`src/rtl/fib_pkg.sv`:
```
// Shared state encoding and default blink timing for the Fibonacci LED sequencer.
package fib_pkg;

  typedef enum logic [1:0] {
    ST_IDLE = 2'd0,
    ST_ON   = 2'd1,
    ST_OFF  = 2'd2,
    ST_GAP  = 2'd3
  } state_t;

  localparam int DEF_DATA_WIDTH = 4;
  localparam int DEF_CNT_WIDTH  = 13;
  localparam int DEF_ON_CYCLES  = 1600;
  localparam int DEF_OFF_CYCLES = 1599;
  localparam int DEF_GAP_CYCLES = 8000;

endpackage

```
`src/rtl/fib_led_sequencer_if.sv`:
```
// Term handshake between the Fibonacci datapath (master) and the LED sequencer (slave).
interface fib_led_sequencer_if #(
  parameter int DATA_WIDTH = 4
);
  logic [DATA_WIDTH-1:0] data_in;
  logic                  valid_in;
  logic                  ready_out;

  modport master (output data_in, output valid_in, input ready_out);
  modport slave  (input data_in, input valid_in, output ready_out);
endinterface

```
`src/rtl/blink_interval_cnt.sv`:
```
// Shared interval counter: counts up from zero and flags the last cycle of the
// interval whose length the sequencer selects.
module blink_interval_cnt #(
  parameter int CNT_WIDTH = 13
) (
  input  logic                 clock_in,
  input  logic                 reset_in,
  input  logic                 clr_i,
  input  logic [CNT_WIDTH-1:0] limit_i,
  output logic                 tc_o
);

  logic [CNT_WIDTH-1:0] count_q, count_d;

  assign tc_o = (count_q == (limit_i - CNT_WIDTH'(1)));

  // Wrap to zero at terminal count so the next phase starts fresh.
  always_comb begin
    count_d = count_q + CNT_WIDTH'(1);
    if (clr_i || tc_o) count_d = '0;
  end

  always_ff @(posedge clock_in) begin
    if (reset_in) count_q <= '0;
    else          count_q <= count_d;
  end

endmodule

```
`src/rtl/fib_led_sequencer.sv`:
```
// Shows each accepted term as N LED blinks followed by a dark gap, then
// pulses done_out and returns to idle for the next term.
module fib_led_sequencer
  import fib_pkg::*;
#(
  parameter int DATA_WIDTH = DEF_DATA_WIDTH,
  parameter int CNT_WIDTH  = DEF_CNT_WIDTH,
  parameter int ON_CYCLES  = DEF_ON_CYCLES,
  parameter int OFF_CYCLES = DEF_OFF_CYCLES,
  parameter int GAP_CYCLES = DEF_GAP_CYCLES
) (
  input  logic              clock_in,
  input  logic              reset_in,
  fib_led_sequencer_if.slave bus,
  output logic              led_out,
  output logic              done_out
);

  localparam logic [CNT_WIDTH-1:0] ON_LIM  = CNT_WIDTH'(ON_CYCLES);
  localparam logic [CNT_WIDTH-1:0] OFF_LIM = CNT_WIDTH'(OFF_CYCLES);
  localparam logic [CNT_WIDTH-1:0] GAP_LIM = CNT_WIDTH'(GAP_CYCLES);

  state_t                state_q, state_d;
  logic [DATA_WIDTH-1:0] rem_q, rem_d;
  logic                  led_q, led_d;
  logic                  done_q, done_d;
  logic [CNT_WIDTH-1:0]  limit;
  logic                  tc;
  logic                  xfer;

  assign bus.ready_out = (state_q == ST_IDLE);
  assign xfer          = bus.valid_in && bus.ready_out;
  assign led_out       = led_q;
  assign done_out      = done_q;

  always_comb begin
    limit = ON_LIM;
    case (state_q)
      ST_OFF:  limit = OFF_LIM;
      ST_GAP:  limit = GAP_LIM;
      default: limit = ON_LIM;
    endcase
  end

  // Held in clear while idle so every term starts its first phase at zero.
  blink_interval_cnt #(
    .CNT_WIDTH(CNT_WIDTH)
  ) u_interval (
    .clock_in(clock_in),
    .reset_in(reset_in),
    .clr_i   (state_q == ST_IDLE),
    .limit_i (limit),
    .tc_o    (tc)
  );

  always_comb begin
    state_d = state_q;
    rem_d   = rem_q;
    led_d   = led_q;
    done_d  = 1'b0;
    case (state_q)
      ST_IDLE: begin
        if (xfer) begin
          rem_d = bus.data_in;
          if (bus.data_in != '0) begin
            state_d = ST_ON;
            led_d   = 1'b1;
          end else begin
            state_d = ST_GAP;
            led_d   = 1'b0;
          end
        end
      end
      ST_ON: begin
        if (tc) begin
          rem_d   = rem_q - DATA_WIDTH'(1);
          led_d   = 1'b0;
          state_d = (rem_q == DATA_WIDTH'(1)) ? ST_GAP : ST_OFF;
        end
      end
      ST_OFF: begin
        if (tc) begin
          state_d = ST_ON;
          led_d   = 1'b1;
        end
      end
      ST_GAP: begin
        if (tc) begin
          state_d = ST_IDLE;
          done_d  = 1'b1;
        end
      end
      default: state_d = ST_IDLE;
    endcase
  end

  always_ff @(posedge clock_in) begin
    if (reset_in) begin
      state_q <= ST_IDLE;
      rem_q   <= '0;
      led_q   <= 1'b0;
      done_q  <= 1'b0;
    end else begin
      state_q <= state_d;
      rem_q   <= rem_d;
      led_q   <= led_d;
      done_q  <= done_d;
    end
  end

endmodule

```
`src/flat_wrapper.sv`:
```
// flat-port wrapper written by rule: the top's interface ports become plain ports
module fib_led_sequencer_flat import fib_pkg::*;
#(
  parameter int DATA_WIDTH = DEF_DATA_WIDTH,
  parameter int CNT_WIDTH  = DEF_CNT_WIDTH,
  parameter int ON_CYCLES  = DEF_ON_CYCLES,
  parameter int OFF_CYCLES = DEF_OFF_CYCLES,
  parameter int GAP_CYCLES = DEF_GAP_CYCLES
)
  (clock_in, reset_in, led_out, done_out, bus_data_in, bus_valid_in, bus_ready_out);
  fib_led_sequencer_if #(.DATA_WIDTH(DATA_WIDTH)) bus_i ();
  input  logic clock_in;
  input  logic reset_in;
  output logic led_out;
  output logic done_out;
  input wire logic [$bits(bus_i.data_in)-1:0] bus_data_in;
  input wire logic [$bits(bus_i.valid_in)-1:0] bus_valid_in;
  output wire logic [$bits(bus_i.ready_out)-1:0] bus_ready_out;
  assign bus_i.data_in = bus_data_in;
  assign bus_i.valid_in = bus_valid_in;
  assign bus_ready_out = bus_i.ready_out;
  fib_led_sequencer #(.DATA_WIDTH(DATA_WIDTH), .CNT_WIDTH(CNT_WIDTH), .ON_CYCLES(ON_CYCLES), .OFF_CYCLES(OFF_CYCLES), .GAP_CYCLES(GAP_CYCLES)) u_core (.clock_in(clock_in), .reset_in(reset_in), .bus(bus_i), .led_out(led_out), .done_out(done_out));
endmodule
```
`config.mk`:
```
export PLATFORM = sky130hd
export DESIGN_NAME = fib_led_sequencer_flat
export DESIGN_NICKNAME = d
export VERILOG_FILES = /design/src/rtl/fib_pkg.sv /design/src/rtl/fib_led_sequencer_if.sv /design/src/rtl/blink_interval_cnt.sv /design/src/rtl/fib_led_sequencer.sv /design/src/flat_wrapper.sv
export SDC_FILE = /design/constraint.sdc
export NUM_CORES = 1
export LEC_CHECK = 0
export ABC_AREA = 1
export CAP_MARGIN = 20
export CORE_UTILIZATION = 30
export CTS_BUF_LIST = sky130_fd_sc_hd__clkbuf_4 sky130_fd_sc_hd__clkbuf_8 sky130_fd_sc_hd__clkbuf_16
export DETAILED_ROUTE_END_ITERATION = 8
export HOLD_SLACK_MARGIN = 0.02
export PLACE_DENSITY = 0.47
export SYNTH_ARGS = -nofsm -noshare
export SYNTH_HDL_FRONTEND = slang
export SYNTH_SLANG_ARGS = --single-unit
```
`constraint.sdc`:
```
create_clock -name clock_in -period 2 [get_ports clock_in]
set_clock_uncertainty 0.1 [all_clocks]
set_input_delay 0.5 -clock clock_in [delete_from_list [all_inputs] [get_ports clock_in]]
set_output_delay 0.5 -clock clock_in [all_outputs]
set_load 0.05 [all_outputs]
```
Word level (Yosys, flattened, before mapping)
Cells that the tools add are included.

Bitwise gates (word level): 1. Reductions and logical operators: 11. $add $sub $neg: 3. Multiplexer cells: 17. Eq/ne operators: 9.

Operators with widths (number): one-hot mux 13 bit (2 select lines) (1); adder 13 x 1 -> 13 bit (second input constant) (1); == test 13 bit (1); subtractor 13 x 1 -> 13 bit (second input constant) (1); 2-to-1 mux 2 bit (5); 2-to-1 mux 4 bit (2); inequality test 2 bit (second input constant) (4); one-hot mux 2 bit (4 select lines) (1); one-hot mux 4 bit (2 select lines) (1); AND reduction 4 bit (2); 2-to-1 mux 1 bit (6); == test 2 bit (second input constant) (2); == test 4 x 1 -> 1 bit (second input constant) (1); nonzero test 4 bit (1); OR reduction 2 bit (2); subtractor 4 x 1 -> 4 bit (second input constant) (1); one-hot mux 1 bit (3 select lines) (1); AND reduction 3 bit (1); nonzero test 3 bit (1); == test 2 x 1 -> 1 bit (second input constant) (1); logical NOT 2 bit (1); nonzero test 2 bit (1); logical AND 1 bit (1); logical OR 1 bit (1); inverter 1 bit (1).

Input port bits: 7. Register bits after elaboration: 21. Word-level logic and storage cells: 46.

Depth between registers and ports, before layout
Word-level depth: 6. Depth in mapped cells: 12. Depth with buffers taken out: 12.

Modules after synthesis
From an unflattened synthesis, not the netlist that was laid out.

Cell total of the unflattened synthesis: 275. Area, all modules: 1732.9 um^2.

By module, submodules not included: blink_interval_cnt (cells an instance 184, area each 1127.3 um^2, times used 1); fib_led_sequencer (cells an instance 91, area each 605.6 um^2, times used 1).

Worst setup path before layout
No wires, ideal clock.

Kind: flip-flop to flip-flop. Start point: register u_core.state_q[0]. End point: register u_core.rem_q[1]. Library setup time: 0.119 ns. Data required time: 1.781 ns. Stages on the path, launching flop included: 8. Setup slack: 0.208 ns. Buffers on the path: 0. Data arrival time: 1.573 ns. Clock period less this slack: 1.792 ns. Cells stage by stage: dfxtp_1 > inv_1 > ha_1 > inv_1 > a21oi_1 > nand2_2 > o21ai_1 > a21oi_1.

RTL lines: from (decl) (line fib_led_sequencer.sv:23) `state_t state_q, state_d;`; from (signal assigned) (line fib_led_sequencer.sv:104) `state_q <= state_d;`; logical NOT 2 bit * (line fib_led_sequencer.sv:31) `assign bus.ready_out = (state_q == ST_IDLE);`; named net bus_ready_out (line flat_wrapper.sv:18) `output wire logic [$bits(bus_i.ready_out)-1:0] bus_ready_out;`; logical AND 1 bit (line fib_led_sequencer.sv:32) `assign xfer = bus.valid_in && bus.ready_out;`; inequality test 2 bit (no source line); AND reduction 3 bit (no source line); to (signal assigned) (line fib_led_sequencer.sv:105) `rem_q <= rem_d;`; to (decl) (line fib_led_sequencer.sv:24) `logic [DATA_WIDTH-1:0] rem_q, rem_d;`.

The timed path passes the listed nets; every way through them passes the cells marked *. A chain may end at the register's enable or synchronous reset.

Final worst setup path
Start point: register u_core.state_q[1]. End point: register u_core.state_q[1].

Longest elaborated chain between the ends: 6.

RTL lines: == test 2 bit (line fib_led_sequencer.sv:38, fib_led_sequencer.sv:61); one-hot mux 13 bit (2 select lines) (line fib_led_sequencer.sv:38) `case (state_q)`; subtractor 13 x 1 -> 13 bit (line blink_interval_cnt.sv:15) `assign tc_o = (count_q == (limit_i - CNT_WIDTH'(1)));`; == test 13 bit (line blink_interval_cnt.sv:15); inequality test 2 bit (no source line); AND reduction 4 bit (no source line).

Several ways; a longest one is shown, not always the timed one.

==> impl_metrics.tcl <==
set metrics [dict create \
    drt_iter0_drc 25 \
    place_congestion 0.8599 \
    crit_buf_inv 1 \
    tritoncts "yes" \
    synth_edf_count 0 \
    cts.path.max_buffers 2 \
    route.antenna.remaining_nets 0 \
    status "completed" \
    synth_area_leaders "dfxtp_1, nand2_1, ha_1" \
    min_from "u_core.u_interval.count_q[9]" \
    finalHoldViolations 0 \
    grt_pass1_vias 1135 \
    dr.pass1.iters 4 \
    synthesis.instances 168 \
    reg2regPathDepth 13 \
    required_ns 2.06 \
    wl_per_cell_um 10.16 \
    synth.avg_cell_area_um2 7.187 \
    powerDensity_nw_per_um2 1052 \
    critPathKind "flop to flop" \
    rrSetupSlack_ns 0.23 \
    grt_pass1_wl_um 4602 \
    clk_latency_ns 0.26 \
    critPathArrivalTime_ns 1.82 \
    slew_headroom_pct 78.90 \
    crit_top_cell "nand2_1" \
    slowest_stage "dfxtp_2" \
    clk_pin_slew_ns 0.07 \
    die-area_um2 4282 \
    start_util_pct 32.02 \
    crit_fanout 4 \
    gr-total-overflow 0 \
    synth_cell_types 29 \
    cts-root-buf "clkbuf_8" \
    num_rows 22 \
    p_leak_nw 0.5738 \
    setup_viol 0 \
    yosysMostFrequentCell "nand2_1" \
    design_power_total_mw 1.545 \
    async_flop_share_pct 0 \
    yosysWarningCount 0 \
    viasPerCell 4.660 \
    synth_seq_area_share_pct 34.82 \
    multi_input_area_um2 706.9 \
    nFillCells 388 \
    final.period_utilization_pct 88.41 \
    met3_usage_pct 3.819 \
    die_w_um 65.44 \
    grt_usage_pct 13.77 \
    antenna_found_initial 0 \
    core_um2 3771 \
    seqCellArea_um2 422.9 \
    fmax_mhz 565.5 \
    synth_nets 182 \
    ios 10 \
    hold_path_depth 2 \
    grt_busiest_layer "met2" \
    r2r-start "u_core.state_q[1]" \
    grtUsageMet2_pct 23.84 \
    setup_tns_ns 0 \
    r2r-end "u_core.state_q[1]" \
    synth_top_area_cell "dfxtp_1" \
    ctsHoldBuffers 0 \
    hold_path_class "flop to flop" \
    ys_ff_latch 21 \
    drc 0 \
    htreeDepth 1 \
    dp.cells 231 \
    rsz0062_at_grt "no" \
    start_kind "flop" \
    drive_gt1_share_pct 18.72 \
    clock-sinks 21 \
    die_h_um 65.44 \
    synthTopCellsByCount "nand2_1, dfxtp_1, inv_1, nor2_1, a21oi_1" \
    postCtsSetupBuffers 0 \
    crit_family "simple AND/OR/NAND/NOR gates" \
    path_depth 13 \
    wl_um 2388 \
    finalMaxSlewViolations 0 \
    worstSetupEndpointType "flop" \
    io_buffer_count 9 \
    grtUsageMet1_pct 16.07 \
    slowest_delay_ns 0.36 \
    nNetsFinal 202 \
    layout_min_cycle_time_ns 1.768 \
    num_vias 1095 \
    grt_max_degree 12 \
    hpwl_um 1950 \
    synth_top_area_share_pct 34.82 \
    syn_area_um2 1207 \
    syn2layout_area_growth_pct 21.66 \
    cts_resized 0 \
    whs_endpoint "u_core.u_interval.count_q[9]" \
    crit_chain "ha_2, nand2_1, o21ai_1, nand2_1, nor2_4, nand2_4, buf_4, nand2_2, nand2_1, nor2_2, nand2_1, nand2_1, nor2_1" \
    diodes 0 \
    worst-slew-pin-transition_ns 0.3136 \
    ir_drop_v 0.0004374 \
    cap_violations 0 \
    final_cells 235 \
    cts_buffers 3 \
    synthFlopType "dfxtp_1" \
]
## power by group
group	switching (mW)	total [mW]	internal (mW)	leakage (nW)
clock network	0.134	0.289	0.155	0.0262
registers	0.0549	0.539	0.484	0.172
logic	0.421	0.716	0.296	0.376
total	0.609	1.54	0.935	0.574
## worst min-delay path, stage by stage (launching register included)
cell and delay, ns:
dfxtp_1 0.33, o21ai_0 0.07, a21oi_1 0.06
## flip-flops by register name, indices dropped and copies added (netlist names)
| signal | count |
|---|---|
| u_core.led_out | 1 |
| u_core.rem_q | 4 |
| u_core.done_out | 1 |
| u_core.u_interval.count_q | 13 |
| u_core.state_q | 2 |
## layer usage
metal / routed length [um] / vias up
met5: 0 / -
met4: 34 / 0
met3: 70 / 4
met2: 1089 / 9
met1: 1195 / 489
li1: - / 593
## metrics by stage
| step | setup slack [ns] | utilization (%) | hold WS [ns] | instance area [um^2] |
|---|---|---|---|---|
| global route | 0.02116 | 38.95 | 0.4211 | 1469 |
| CTS | 0.06608 | 38.62 | 0.3950 | 1456 |
| detailed placement | 0.09003 | 37.33 | 0.3811 | 1408 |
| global placement | 0.1393 | 37.33 | 0.3656 | 1408 |
| floorplan | 0.2078 | - | 0.3519 | 1207 |
| finish | 0.2317 | 38.95 | 0.3921 | 1469 |
## cells by family after synthesis
group | after synthesis | synth area share (%)
fa+ha+maj | 7 | 7.254
mux | 1 | 0.8290
flops | 21 | 34.82
simple gates | 82 | 33.58
buf+inv | 23 | 7.461
compound gates | 30 | 13.16
xor+xnor | 4 | 2.902
## layout make-up
type,count,area share [%]
Multi-Input combinational cell,124,48.13
Sequential cell,21,28.79
Timing Repair Buffer,16,10.05
Inverter,22,5.622
Tap cell,48,4.089
Clock buffer,4,3.322
## how the worst max path moves through the flow
stage	slack, ns	start	endpoint
2_1_floorplan	0.21	u_core.state_q[0]	u_core.rem_q[1]
3_3_place_gp	0.14	reset_in	u_core.u_interval.count_q[8]
3_5_place_dp	0.09	u_core.state_q[0]	u_core.u_interval.count_q[11]
4_1_cts	0.07	u_core.state_q[0]	u_core.u_interval.count_q[11]
5_1_grt	0.02	u_core.state_q[1]	u_core.state_q[1]
6_report	0.23	u_core.state_q[1]	u_core.state_q[1]
## layout by cell type (no fill, tap or decap)
cell,count
o21ai_0,6
nand2_4,2
ha_1,5
or2_0,1
dfxtp_2,2
o211ai_1,1
o22ai_1,1
nor2_4,2
nor3b_1,1
nor3_1,1
nand2_1,30
o21bai_1,1
clkinv_1,1
nand2_2,7
nor4_1,2
nor2_1,17
clkbuf_8,3
ha_2,2
xor2_1,1
nand4_1,6
inv_2,1
o21ai_1,6
dfxtp_1,19
o21a_1,1
nor2_2,4
mux2i_1,1
xnor2_1,3
buf_4,9
clkbuf_4,1
nand3_2,1
nand3_1,7
inv_1,20
buf_12,1
a21oi_1,14
clkdlybuf4s50_1,6
and3_1,1
Note: power is estimated with default switching activity, not from simulation.
